$ cat config.mk
export PLATFORM = sky130hd
export DESIGN_NAME = controle_flat
export DESIGN_NICKNAME = d
export VERILOG_FILES = /design/src/rtl/controle_if.sv /design/src/rtl/controle.sv /design/src/flat_wrapper.sv
export SDC_FILE = /design/constraint.sdc
export NUM_CORES = 1
export LEC_CHECK = 0
export BUFFER_PORTS_ARGS = -buffer_cell sky130_fd_sc_hd__buf_4
export CORE_AREA = 4 4 68 64
export DETAILED_ROUTE_END_ITERATION = 8
export DIE_AREA = 0 0 72 68
export PLACE_DENSITY = 0.76
export SLEW_MARGIN = 30
export SYNTH_ARGS = -nofsm -noshare
export SYNTH_HDL_FRONTEND = slang
export SYNTH_SLANG_ARGS = --single-unit
$ cat constraint.sdc
create_clock -name clock -period 2.7 [get_ports clock]
set_input_delay 0.27 -clock clock [delete_from_list [all_inputs] [get_ports clock]]
set_output_delay 0.27 -clock clock [all_outputs]
set_load 0.01 [all_outputs]
$ cat src/rtl/controle_if.sv
// Bus between the game controller and its surroundings (setup register,
// sequence memory, buttons, LEDs, points logic).
// master: the environment that drives buttons, level and memory data.
// slave:  the controller itself.
interface controle_if;
   logic       enter;
   logic [3:0] botoes;
   logic [1:0] nivel;
   logic [3:0] seq_valor;
   logic       setup_en;
   logic [3:0] seq_idx;
   logic [3:0] leds;
   logic [3:0] round;
   logic       points_en;
   logic       fim;
   logic       vitoria;
   logic [2:0] estado;

   modport master (
      output enter, botoes, nivel, seq_valor,
      input  setup_en, seq_idx, leds, round, points_en, fim, vitoria, estado
   );

   modport slave (
      input  enter, botoes, nivel, seq_valor,
      output setup_en, seq_idx, leds, round, points_en, fim, vitoria, estado
   );
endinterface

$ cat src/rtl/controle.sv
// Memory-game controller: shows a growing sequence on the LEDs, then checks
// the player's button presses against it, one more element per round, up to
// 15 rounds. Losing happens on a wrong/multi-button press or on inactivity.
module controle #(
   parameter int TEMPO_LED = 50,
   parameter int TIMEOUT   = 250
) (
   input  logic      clock,
   input  logic      reset,
   controle_if.slave bus
);

   // One timer serves both the LED display and the inactivity timeout.
   localparam int TMAX = (TEMPO_LED > TIMEOUT) ? TEMPO_LED : TIMEOUT;
   localparam int TW   = $clog2(TMAX + 1);

   typedef enum logic [2:0] {
      INIT      = 3'd0,
      SETUP     = 3'd1,
      MOSTRA    = 3'd2,
      ESPERA    = 3'd3,
      PROXIMA   = 3'd4,
      RESULTADO = 3'd5
   } state_t;

   state_t        state_reg,   state_next;
   logic [3:0]    round_reg,   round_next;
   logic [3:0]    idx_reg,     idx_next;
   logic [TW-1:0] timer_reg,   timer_next;
   logic [TW-1:0] dur_reg,     dur_next;
   logic          vitoria_reg, vitoria_next;
   logic          points_reg;

   logic press;
   logic correct;

   assign press   = |bus.botoes;
   assign correct = press && (bus.botoes == bus.seq_valor);

   // Next-state and datapath update rules for every state.
   always_comb begin
      state_next   = state_reg;
      round_next   = round_reg;
      idx_next     = idx_reg;
      timer_next   = timer_reg;
      dur_next     = dur_reg;
      vitoria_next = vitoria_reg;
      case (state_reg)
         INIT: begin
            round_next   = 4'd0;
            idx_next     = 4'd0;
            timer_next   = '0;
            vitoria_next = 1'b0;
            if (bus.enter)
               state_next = SETUP;
         end
         SETUP: begin
            // Level is captured once here; later changes do not affect this game.
            dur_next   = TW'(TEMPO_LED >> bus.nivel);
            idx_next   = 4'd0;
            timer_next = '0;
            state_next = MOSTRA;
         end
         MOSTRA: begin
            if (timer_reg == dur_reg - TW'(1)) begin
               timer_next = '0;
               if (idx_reg == round_reg) begin
                  idx_next   = 4'd0;
                  state_next = ESPERA;
               end else begin
                  idx_next = idx_reg + 4'd1;
               end
            end else begin
               timer_next = timer_reg + TW'(1);
            end
         end
         ESPERA: begin
            // A press in the last allowed cycle is judged before the timeout.
            if (press) begin
               if (correct) begin
                  if (idx_reg == round_reg) begin
                     state_next = PROXIMA;
                  end else begin
                     idx_next   = idx_reg + 4'd1;
                     timer_next = '0;
                  end
               end else begin
                  vitoria_next = 1'b0;
                  state_next   = RESULTADO;
               end
            end else if (timer_reg == TW'(TIMEOUT - 1)) begin
               vitoria_next = 1'b0;
               state_next   = RESULTADO;
            end else begin
               timer_next = timer_reg + TW'(1);
            end
         end
         PROXIMA: begin
            round_next = round_reg + 4'd1;
            idx_next   = 4'd0;
            timer_next = '0;
            if (round_reg == 4'd14) begin
               vitoria_next = 1'b1;
               state_next   = RESULTADO;
            end else begin
               state_next = MOSTRA;
            end
         end
         RESULTADO: begin
            if (bus.enter) begin
               round_next   = 4'd0;
               idx_next     = 4'd0;
               timer_next   = '0;
               vitoria_next = 1'b0;
               state_next   = INIT;
            end
         end
         default: begin
            round_next   = 4'd0;
            idx_next     = 4'd0;
            timer_next   = '0;
            vitoria_next = 1'b0;
            state_next   = INIT;
         end
      endcase
   end

   // State and datapath registers; reset forces INIT with everything cleared.
   always_ff @(posedge clock or negedge reset) begin
      if (!reset) begin
         state_reg   <= INIT;
         round_reg   <= 4'd0;
         idx_reg     <= 4'd0;
         timer_reg   <= '0;
         dur_reg     <= '0;
         vitoria_reg <= 1'b0;
         points_reg  <= 1'b0;
      end else begin
         state_reg   <= state_next;
         round_reg   <= round_next;
         idx_reg     <= idx_next;
         timer_reg   <= timer_next;
         dur_reg     <= dur_next;
         vitoria_reg <= vitoria_next;
         // High only in the first RESULTADO cycle.
         points_reg  <= (state_next == RESULTADO) && (state_reg != RESULTADO);
      end
   end

   assign bus.setup_en  = (state_reg == SETUP);
   assign bus.leds      = (state_reg == MOSTRA) ? bus.seq_valor : 4'd0;
   assign bus.fim       = (state_reg == RESULTADO);
   assign bus.vitoria   = vitoria_reg;
   assign bus.points_en = points_reg;
   assign bus.seq_idx   = idx_reg;
   assign bus.round     = round_reg;
   assign bus.estado    = state_reg;

endmodule
$ cat src/flat_wrapper.sv
// flat-port wrapper written by rule: the top's interface ports become plain ports
module controle_flat 
#(
   parameter int TEMPO_LED = 50,
   parameter int TIMEOUT   = 250
)
  (clock, reset, bus_enter, bus_botoes, bus_nivel, bus_seq_valor, bus_setup_en, bus_seq_idx, bus_leds, bus_round, bus_points_en, bus_fim, bus_vitoria, bus_estado);
  controle_if bus_i ();
  input  logic clock;
  input  logic reset;
  input wire logic [$bits(bus_i.enter)-1:0] bus_enter;
  input wire logic [$bits(bus_i.botoes)-1:0] bus_botoes;
  input wire logic [$bits(bus_i.nivel)-1:0] bus_nivel;
  input wire logic [$bits(bus_i.seq_valor)-1:0] bus_seq_valor;
  output wire logic [$bits(bus_i.setup_en)-1:0] bus_setup_en;
  output wire logic [$bits(bus_i.seq_idx)-1:0] bus_seq_idx;
  output wire logic [$bits(bus_i.leds)-1:0] bus_leds;
  output wire logic [$bits(bus_i.round)-1:0] bus_round;
  output wire logic [$bits(bus_i.points_en)-1:0] bus_points_en;
  output wire logic [$bits(bus_i.fim)-1:0] bus_fim;
  output wire logic [$bits(bus_i.vitoria)-1:0] bus_vitoria;
  output wire logic [$bits(bus_i.estado)-1:0] bus_estado;
  assign bus_i.enter = bus_enter;
  assign bus_i.botoes = bus_botoes;
  assign bus_i.nivel = bus_nivel;
  assign bus_i.seq_valor = bus_seq_valor;
  assign bus_setup_en = bus_i.setup_en;
  assign bus_seq_idx = bus_i.seq_idx;
  assign bus_leds = bus_i.leds;
  assign bus_round = bus_i.round;
  assign bus_points_en = bus_i.points_en;
  assign bus_fim = bus_i.fim;
  assign bus_vitoria = bus_i.vitoria;
  assign bus_estado = bus_i.estado;
  controle #(.TEMPO_LED(TEMPO_LED), .TIMEOUT(TIMEOUT)) u_core (.clock(clock), .reset(reset), .bus(bus_i));
endmodule
==> results of run 1 <==
## per-stage QoR
step	total power, mW	hold WS, ns	cells	cell area (um^2)	util
final	2.09	0.235	300	2290	0.631
after CTS	2.11	0.224	300	2290	0.631
after detailed placement	1.87	0.211	295	2230	0.616
after floorplan	1.54	-0.0256	222	1960	-
after global placement	1.84	0.207	295	2230	0.616
after global routing	2.27	0.232	300	2290	0.631
## routing by layer
metal | GRT usage | up-vias | share of wire
met3 | 0.0367 | 2 | 0.039
met5 | 0 | - | 0
li1 | - | 862 | -
met1 | 0.240 | 808 | 0.45
met4 | 0.0516 | 0 | 0.0067
met2 | 0.342 | 36 | 0.50
## worst min path at each step
stage	startpoint	end	slack (ns)	cells after the start
2_1_floorplan	reset	u_core.bus.estado[0]	-0.03	0
3_3_place_gp	reset	u_core.dur_reg[5]	0.21	1
3_5_place_dp	reset	u_core.dur_reg[4]	0.21	1
4_1_cts	bus_nivel[1]	u_core.dur_reg[2]	0.22	2
5_1_grt	bus_nivel[1]	u_core.dur_reg[2]	0.23	2
6_report	bus_nivel[1]	u_core.dur_reg[2]	0.23	2
## cells in the final DEF, fill, tap and decap left out, drive strengths merged, types with 6 or more instances in the layout
cell type  count
nor2          26
mux2           6
ha             8
dfrtp         27
nand2         19
a21oi          6
a31oi          8
o21ai         14
nand4          6
nor3           6
xnor2         10
inv           15
buf           34
or3            8
## logic make-up after synthesis
logic type               Yosys count  synth area share
AND/OR/NAND/NOR                   88             0.234
AO/OA/AOI/OAI                     55             0.215
flip-flops                        27             0.345
buffers and inverters             22            0.0486
XOR/XNOR                          15            0.0671
adder cells (fa/ha/maj)            8            0.0511
multiplexers                       7            0.0396
## critical path, stage by stage (launching register included)
cell and delay [ns]:
dfrtp_1 0.45, inv_1 0.08, ha_1 0.26, o21bai_1 0.18, a211o_1 0.32, a31oi_2 0.18
a41oi_4 0.24, a21oi_4 0.26, mux2_1 0.33
## power by group through the flow
| stage | logic (mW) | clock network (mW) | registers, mW |
|---|---|---|---|
| 3_3_place_gp | 1.16 | 0 | 0.689 |
| 3_5_place_dp | 1.18 | 0 | 0.692 |
| 2_1_floorplan | 0.908 | 0 | 0.634 |
| 6_report | 1.17 | 0.238 | 0.683 |
| 4_1_cts | 1.18 | 0.245 | 0.684 |
| 5_1_grt | 1.30 | 0.262 | 0.707 |
## cell type report
type,instances,area share
multi-input combinational,173,0.519
sequential,27,0.295
timing repair buffer,35,0.116
tap,46,0.0252
inverter,15,0.0246
clock buffer,4,0.0197
==> impl.org, run 1 <==
** Run status
- Run status :: finished, final reports clean

** Worst setup path
- The startpoint identified for the worst register-to-register timing path is u_core.dur_reg[0].
- Worst setup path start :: u_core.dur_reg[0]
- Critical Path AT :: 2.58 ns
- Max Fanout on Critical Path :: 9
- In this run the critical register-to-register path is captured at u_core.bus.seq_idx[0].
- For the worst flop-to-flop path, the logic depth is 8.
- Setup crit end :: u_core.bus.seq_idx[0]
- The worst setup path is of the flop to flop kind.
- STA puts the critical path data required time at 2.87 ns.
- STA classifies the critical path startpoint as a flop.
- Worst reg-to-reg setup slack :: 0.29 ns
- Capturing element type of the critical path :: flop

** Clock tree
- Clock latency on the worst-skew pair, taken at its later pin, is 0.27 ns.
- Number of resized instances in the post-cts repair step :: 0
- CTS built an H-tree with a depth of 1.
- Worst-case clock buffer depth :: 2
- Post-CTS timing repair inserted 0 buffers for setup.
- Clock tree synthesis inserted a total of 3 buffers.
- Clock-pin slew on the worst setup and hold paths :: 0.09 ns
- Clock tree from TritonCTS :: built
- Cts-stage hold buffer count :: 1
- CTS Root Buffer Type :: clkbuf_8
- Clock sink count :: 27

** Pwr
- For this design the total switching power over the nets is 962 uW.
- Of the total power, the clock network draws 0.114.
- Sequential Power Share :: 0.326
- Power density over the cells :: 915 mW/mm^2
- Net switching fraction of the power :: 0.460
- The worst-case IR drop observed on VDD is 0.547 mV.
- The internal portion of the total power is 1.13 mW.
- The share of total power dissipated in combinational logic is 0.560.
- Static power due to leakage :: 1.02 nW

** Die
- After floorplanning, the core was sized to cover 0.00363 mm^2.
- Pin placement for this block handled 32 I/O pins.
- Die Span X :: 72 um
- DIE HEIGHT :: 68 um
- Total die area :: 0.00490 mm^2
- For this configuration, the core starts out at a cell density of 0.540.
- The floorplan has 21 rows.

** Timing
- The count of final hold-check violations came to 0.
- Max frequency :: 415 MHz
- The worst path meets setup with 0.289 ns of slack.
- Endpoints failing setup :: 0
- Unrepaired setup endpoints after global routing :: false
- In the finished design, the share of the clock period the worst path needs comes to 0.893.
- Measured against its own limit, the worst slew margin works out to 0.595.
- Number of max-slew violations in the final report :: 0
- The worst path needs 2.41 ns of the cycle, external delays included.
- At the pin with the least slew margin, the transition time is 0.603 ns.
- Adding up every negative setup slack in the final design gives 0 ns.
- Clk_skew :: 0.00130 ns

** Detailed routing
- Dividing the detail-routed wire length by the instance count gives 14.3 um.
- Number of remaining DRC errors :: 0
- Total via count after detailed routing :: 1,708
- The detail route stage leaves a number of antenna-violating nets equal to 0.
- Before antenna repair, the detailed router went through 4 iterations.
- Using the TritonRoute via totals, the vias-per-cell ratio works out to 5.69.
- Starting DRC count in detailed routing :: 74
- Wire length reported by the detailed router :: 4300 um

** Min path
- Class of the worst hold path :: primary input to flop

** Yosys
- When the netlist entered floorplanning its net count stood at 243.
- Cell taking the most area after synthesis :: dfrtp_1
- A synthesized cell averages 8.82 um^2.
- Dominant register cell in the synthesized netlist :: dfrtp_1
- Synth Warn # :: 0
- Of the post-synthesis cell area, the dominant cell type holds 0.345.
- Of the synthesized area, sequential elements account for 0.345.
- Cell types occupying the most area after synthesis :: dfrtp_1 35%, ha_1 5.1%, nor2_1 5.0%
- In the synthesized netlist the async set-or-reset flop fraction comes to 1.00.
- Post-Syn Area :: 0.00196 mm^2
- Netlist cell types :: 55
- Top cell types by occurrence after synthesis :: 27 x dfrtp_1, 26 x nor2_1, 18 x nand2_1
- The synthesized design contains 27 register bits.
- Number of synthesized flops with an enable pin :: 0
- Post-synthesis instance total :: 222
- Top-count cell post-synth :: dfrtp_1

** Place
- After legalization and detailed placement, the total HPWL measured 3150 um.
- At the placement stage, the worst setup path has a slack of 0.290 ns.
- Routability cong. :: 0.810
- During placement, the flow inserted port buffers numbering 31.

** Global route
- Total track usage :: 0.192
- Initial antenna violation count :: 0
- Pin count of the biggest net entering global routing :: 28
- Grt ovf :: 0
- First-pass GRT wire length :: 7450 um
- The number of global-route vias before repair came to 1,650.

** Final layout
- Summing all multi-input logic gate instances after layout gives 0.00119 mm^2.
- Relative area change from synthesis to final layout :: 16.8%
- Number of nets at the end of the flow :: 276
- Antenna diodes :: 0
- Share of layout cells above drive strength 1 :: 0.209
- Flip-flop count of the largest register, all copies and words added :: 8
- Fill cell instance count of the final layout :: 311
- FF/Latch Area :: 676 um^2

** Run
- Max-Cap Viols :: 0
No activity file was read; power rests on OpenSTA's default activity.
==> inputs of run 2 (changes only) <==
--- a/config.mk
+++ b/config.mk
@@ -5,11 +5,11 @@
 export SDC_FILE = /design/constraint.sdc
 export NUM_CORES = 1
 export LEC_CHECK = 0
-export BUFFER_PORTS_ARGS = -buffer_cell sky130_fd_sc_hd__buf_4
-export CORE_AREA = 4 4 68 64
+export CORE_AREA = 4 4 64 60
 export DETAILED_ROUTE_END_ITERATION = 8
-export DIE_AREA = 0 0 72 68
-export PLACE_DENSITY = 0.76
+export DIE_AREA = 0 0 68 64
+export DONT_BUFFER_PORTS = 1
+export PLACE_DENSITY = 0.77
 export SLEW_MARGIN = 30
 export SYNTH_ARGS = -nofsm -noshare
 export SYNTH_HDL_FRONTEND = slang
==> run 2 against run 1 <==
  * Largest cell class unchanged
  * First-iteration DRC count down 11%
  * Setup slack worse by 0.048 ns
  * Clock skew up 0.015 ns
  * Critical endpoint unchanged
  * Power down 7.1%
  * Hold slack worse by 0.18 ns
  * Register-to-register slack worse by 0.05 ns
  * Critical path depth unchanged
  * Count of clock-buffer cells in the layout down 1
  * Maximum frequency down 1.9%
==> impl.org, run 2 (synthesis gave the netlist of run 1 again) <==
** Clock tree
- Clock tree from TritonCTS :: built
- Worst-case clock buffer depth :: 2
- Counting every sink on the clock net gives 27.
- Count of H-tree levels built during CTS :: 1
- Number of buffers created by CTS :: 3
- Clock-pin slew was measured on the worst setup and hold paths at 0.17 ns.
- Once the clock tree was built, the resizer swapped 0 gates to a different size.
- At the later pin of the worst-skew pair, clock insertion delay measures 0.35 ns.
- The cell sitting at the root of the clock tree is a clkbuf_4.

** Die
- In this run the count of I/O pins placed on the die edge is 32.
- Measured along the y axis, the die boundary spans 64 um.
- For this configuration, the core starts out at a cell density of 0.602.
- The initialized floorplan defines 20 standard-cell rows.
- Die Span X :: 68 um
- Floorplan core area :: 0.00325 mm^2
- The die covers 0.00435 mm^2.

** Worst setup path
- For this run, the slowest stage of the critical path takes 0.48 ns.
- Critical Path AT :: 2.69 ns
- The critical path in this run is classified as flop to flop.
- Traced cell by cell, the critical path runs through inv_1 > ha_1 > o21bai_1 > a211o_1 > a31oi_2 > a41oi_4 > a21oi_4 > mux2_1.
- Worst-case reg-to-reg path depth :: 8
- Required time worst endpoint :: 2.94 ns
- In this run the critical register-to-register path is captured at u_core.bus.seq_idx[0].
- STA classifies the critical path endpoint as a flop.
- The worst setup path is launched from a flop.
- In this run the register-to-register setup slack is 0.24 ns.
- Of all nets on the critical path, the largest fanout is 9.
- The slowest stage of the critical path belongs to the cell dfrtp_1.
- In this run the critical register-to-register path is launched from u_core.dur_reg[0].

** Global route
- Initial antenna violation count :: 0
- Number of global-route vias before repair :: 1,523
- Pin count of the biggest net entering global routing :: 28
- First-pass GRT wire length :: 6940 um
- Grt ovf :: 0
- Gr busiest metal :: met2
- For met3 alone, demand over resource in global routing was 0.0422.
- Total track usage :: 0.206
- In the global route stage, met2 resource usage came out at 0.350.
- In the global route stage, met1 resource usage came out at 0.260.

** Min path
- The worst hold path terminates at u_core.dur_reg[2].
- The worst hold path begins at bus_nivel[1].
- Class of the worst hold path :: primary input to flop
- Counting instances, the worst hold path has a depth of 1.

** Timing
- Setup slack closes at 0.241 ns.
- The clock period could shrink to 2.46 ns.
- Final sum of negative setup slack :: 0 ns
- WHS :: 0.0581 ns
- Timing would allow up to 407 MHz.
- Setup violations remaining at the end of the flow were counted as 0.
- Clk_skew :: 0.0158 ns
- Relative slew margins :: 0.540
- Post-route clock period utilization :: 0.911
- Number of max-slew violations in the final report :: 0
- At the pin with the least slew margin, the transition time is 0.687 ns.
- The count of final hold-check violations is 0.
- Unrepaired setup endpoints after global routing :: false

** Pwr
- Power comes to 1.94 mW.
- Power density over the cells :: 945 mW/mm^2
- Worst voltage drop across the vdd grid :: 0.574 mV
- The analysis attributes to cell leakage a power of 0.868 nW.

** Place
- OpenSTA, run right after detailed placement, puts the worst setup slack at 0.282 ns.
- Cell Area, Placed :: 0.00200 mm^2
- Half-perimeter wire length of the detailed placement result :: 3080 um
- IO buf count :: 0
- Routability cong. :: 0.820
- The number of placed instances, taps included, is 262.

** Final layout
- Flip-flop count of the largest register, all copies and words added :: 8
- Counting the fill cells in the layout gives 309.
- Most frequent standard cell in the layout excluding fill and tap cells :: dfrtp_1
- In the final layout, the multi-input gates occupy 0.00119 mm^2.
- The sequential cells in the finished layout cover a total of 676 um^2.
- Share of layout cells above drive strength 1 :: 0.107
- 0 antenna diodes ended up in the layout.
- Number of nets at the end of the flow :: 246
- The library cells used most frequently in the layout, excluding fill and tap cells, are 27 x dfrtp_1, 26 x nor2_1, 18 x nand2_1.
- Relative area change from synthesis to final layout :: 5.11%
- For this run, the share of the core covered by cells in the final layout is 0.633.
- Once layout is done, the placed cells without fillers occupy 0.00206 mm^2.
- After the flow finishes, the layout carries non-filler instances totaling 268.

** Detailed routing
- Dividing the detail-routed via count by the number of cells gives 5.98.
- Avg WL per Cell :: 15.8 um
- After detailed routing, the total wire length is 4240 um.
- The first detailed-routing pass ran for 5 iterations.
- Routed Antenna Nets :: 0
- Starting DRC count in detailed routing :: 66
- The detailed router placed 1,602 vias in this run.
- For this run, design rule violations remaining after detail routing come to 0.

** Run status
- Run status :: finished, final reports clean

** Run
- Max-cap violations in this run came to 0.
[run 2: cell count changes in the layout (fill, tap and decap cells not counted)]
cell / previous run / this run
buf_12: 0 / 1
buf_4: 34 / 3
clkbuf_1: 1 / 0
clkbuf_8: 3 / 0
inv_6: 0 / 1
clkbuf_4: 0 / 3
[run 2: area by class of cell]
class,instances,area share
well taps,44,0.0267
flip-flops and latches,27,0.328
clock inverters,1,0.00426
repair buffers,5,0.0255
clock buffers,3,0.0109
inverters,15,0.0274
multi-input cells,173,0.577
[run 2: worst max path at each step]
stage | end | from | slack, ns | depth (start not counted)
after detailed placement | u_core.bus.seq_idx[0] | u_core.dur_reg[0] | 0.28 | 8
after global placement | u_core.bus.seq_idx[1] | u_core.dur_reg[0] | 0.35 | 8
after floorplan | u_core.bus.seq_idx[0] | u_core.dur_reg[0] | 0.47 | 8
after global routing | u_core.bus.seq_idx[0] | u_core.dur_reg[0] | 0.09 | 8
after CTS | u_core.bus.seq_idx[0] | u_core.dur_reg[0] | 0.24 | 8
final | u_core.bus.seq_idx[0] | u_core.dur_reg[0] | 0.24 | 8
[run 2: power by group]
| part | switching (mW) | internal, mW |
|---|---|---|
| combinational | 0.604 | 0.437 |
| sequential | 0.210 | 0.498 |
| clock | 0.134 | 0.0606 |
| total | 0.949 | 0.996 |
[run 2: worst max-delay path: cells and delay by family (launching register included)]
family                   cells  cell delay [ns]
AO/OA/AOI/OAI                5             1.18
adder cells (fa/ha/maj)      1             0.26
buffers and inverters        1             0.09
flip-flops                   1             0.48
multiplexers                 1             0.34
[run 2: timing repair]
item | CTS | global route
buffers inserted | 0 | 0
hold buffers | 2 | 0
hold endpoints to repair | 27 | 0
endpoints found under the setup margin | 0 | 0
[run 2: metal layers]
metal,vias up,wire length [um]
met2,35,2140
met4,0,33
li1,798,-
met1,765,1880
met5,-,0
met3,4,184
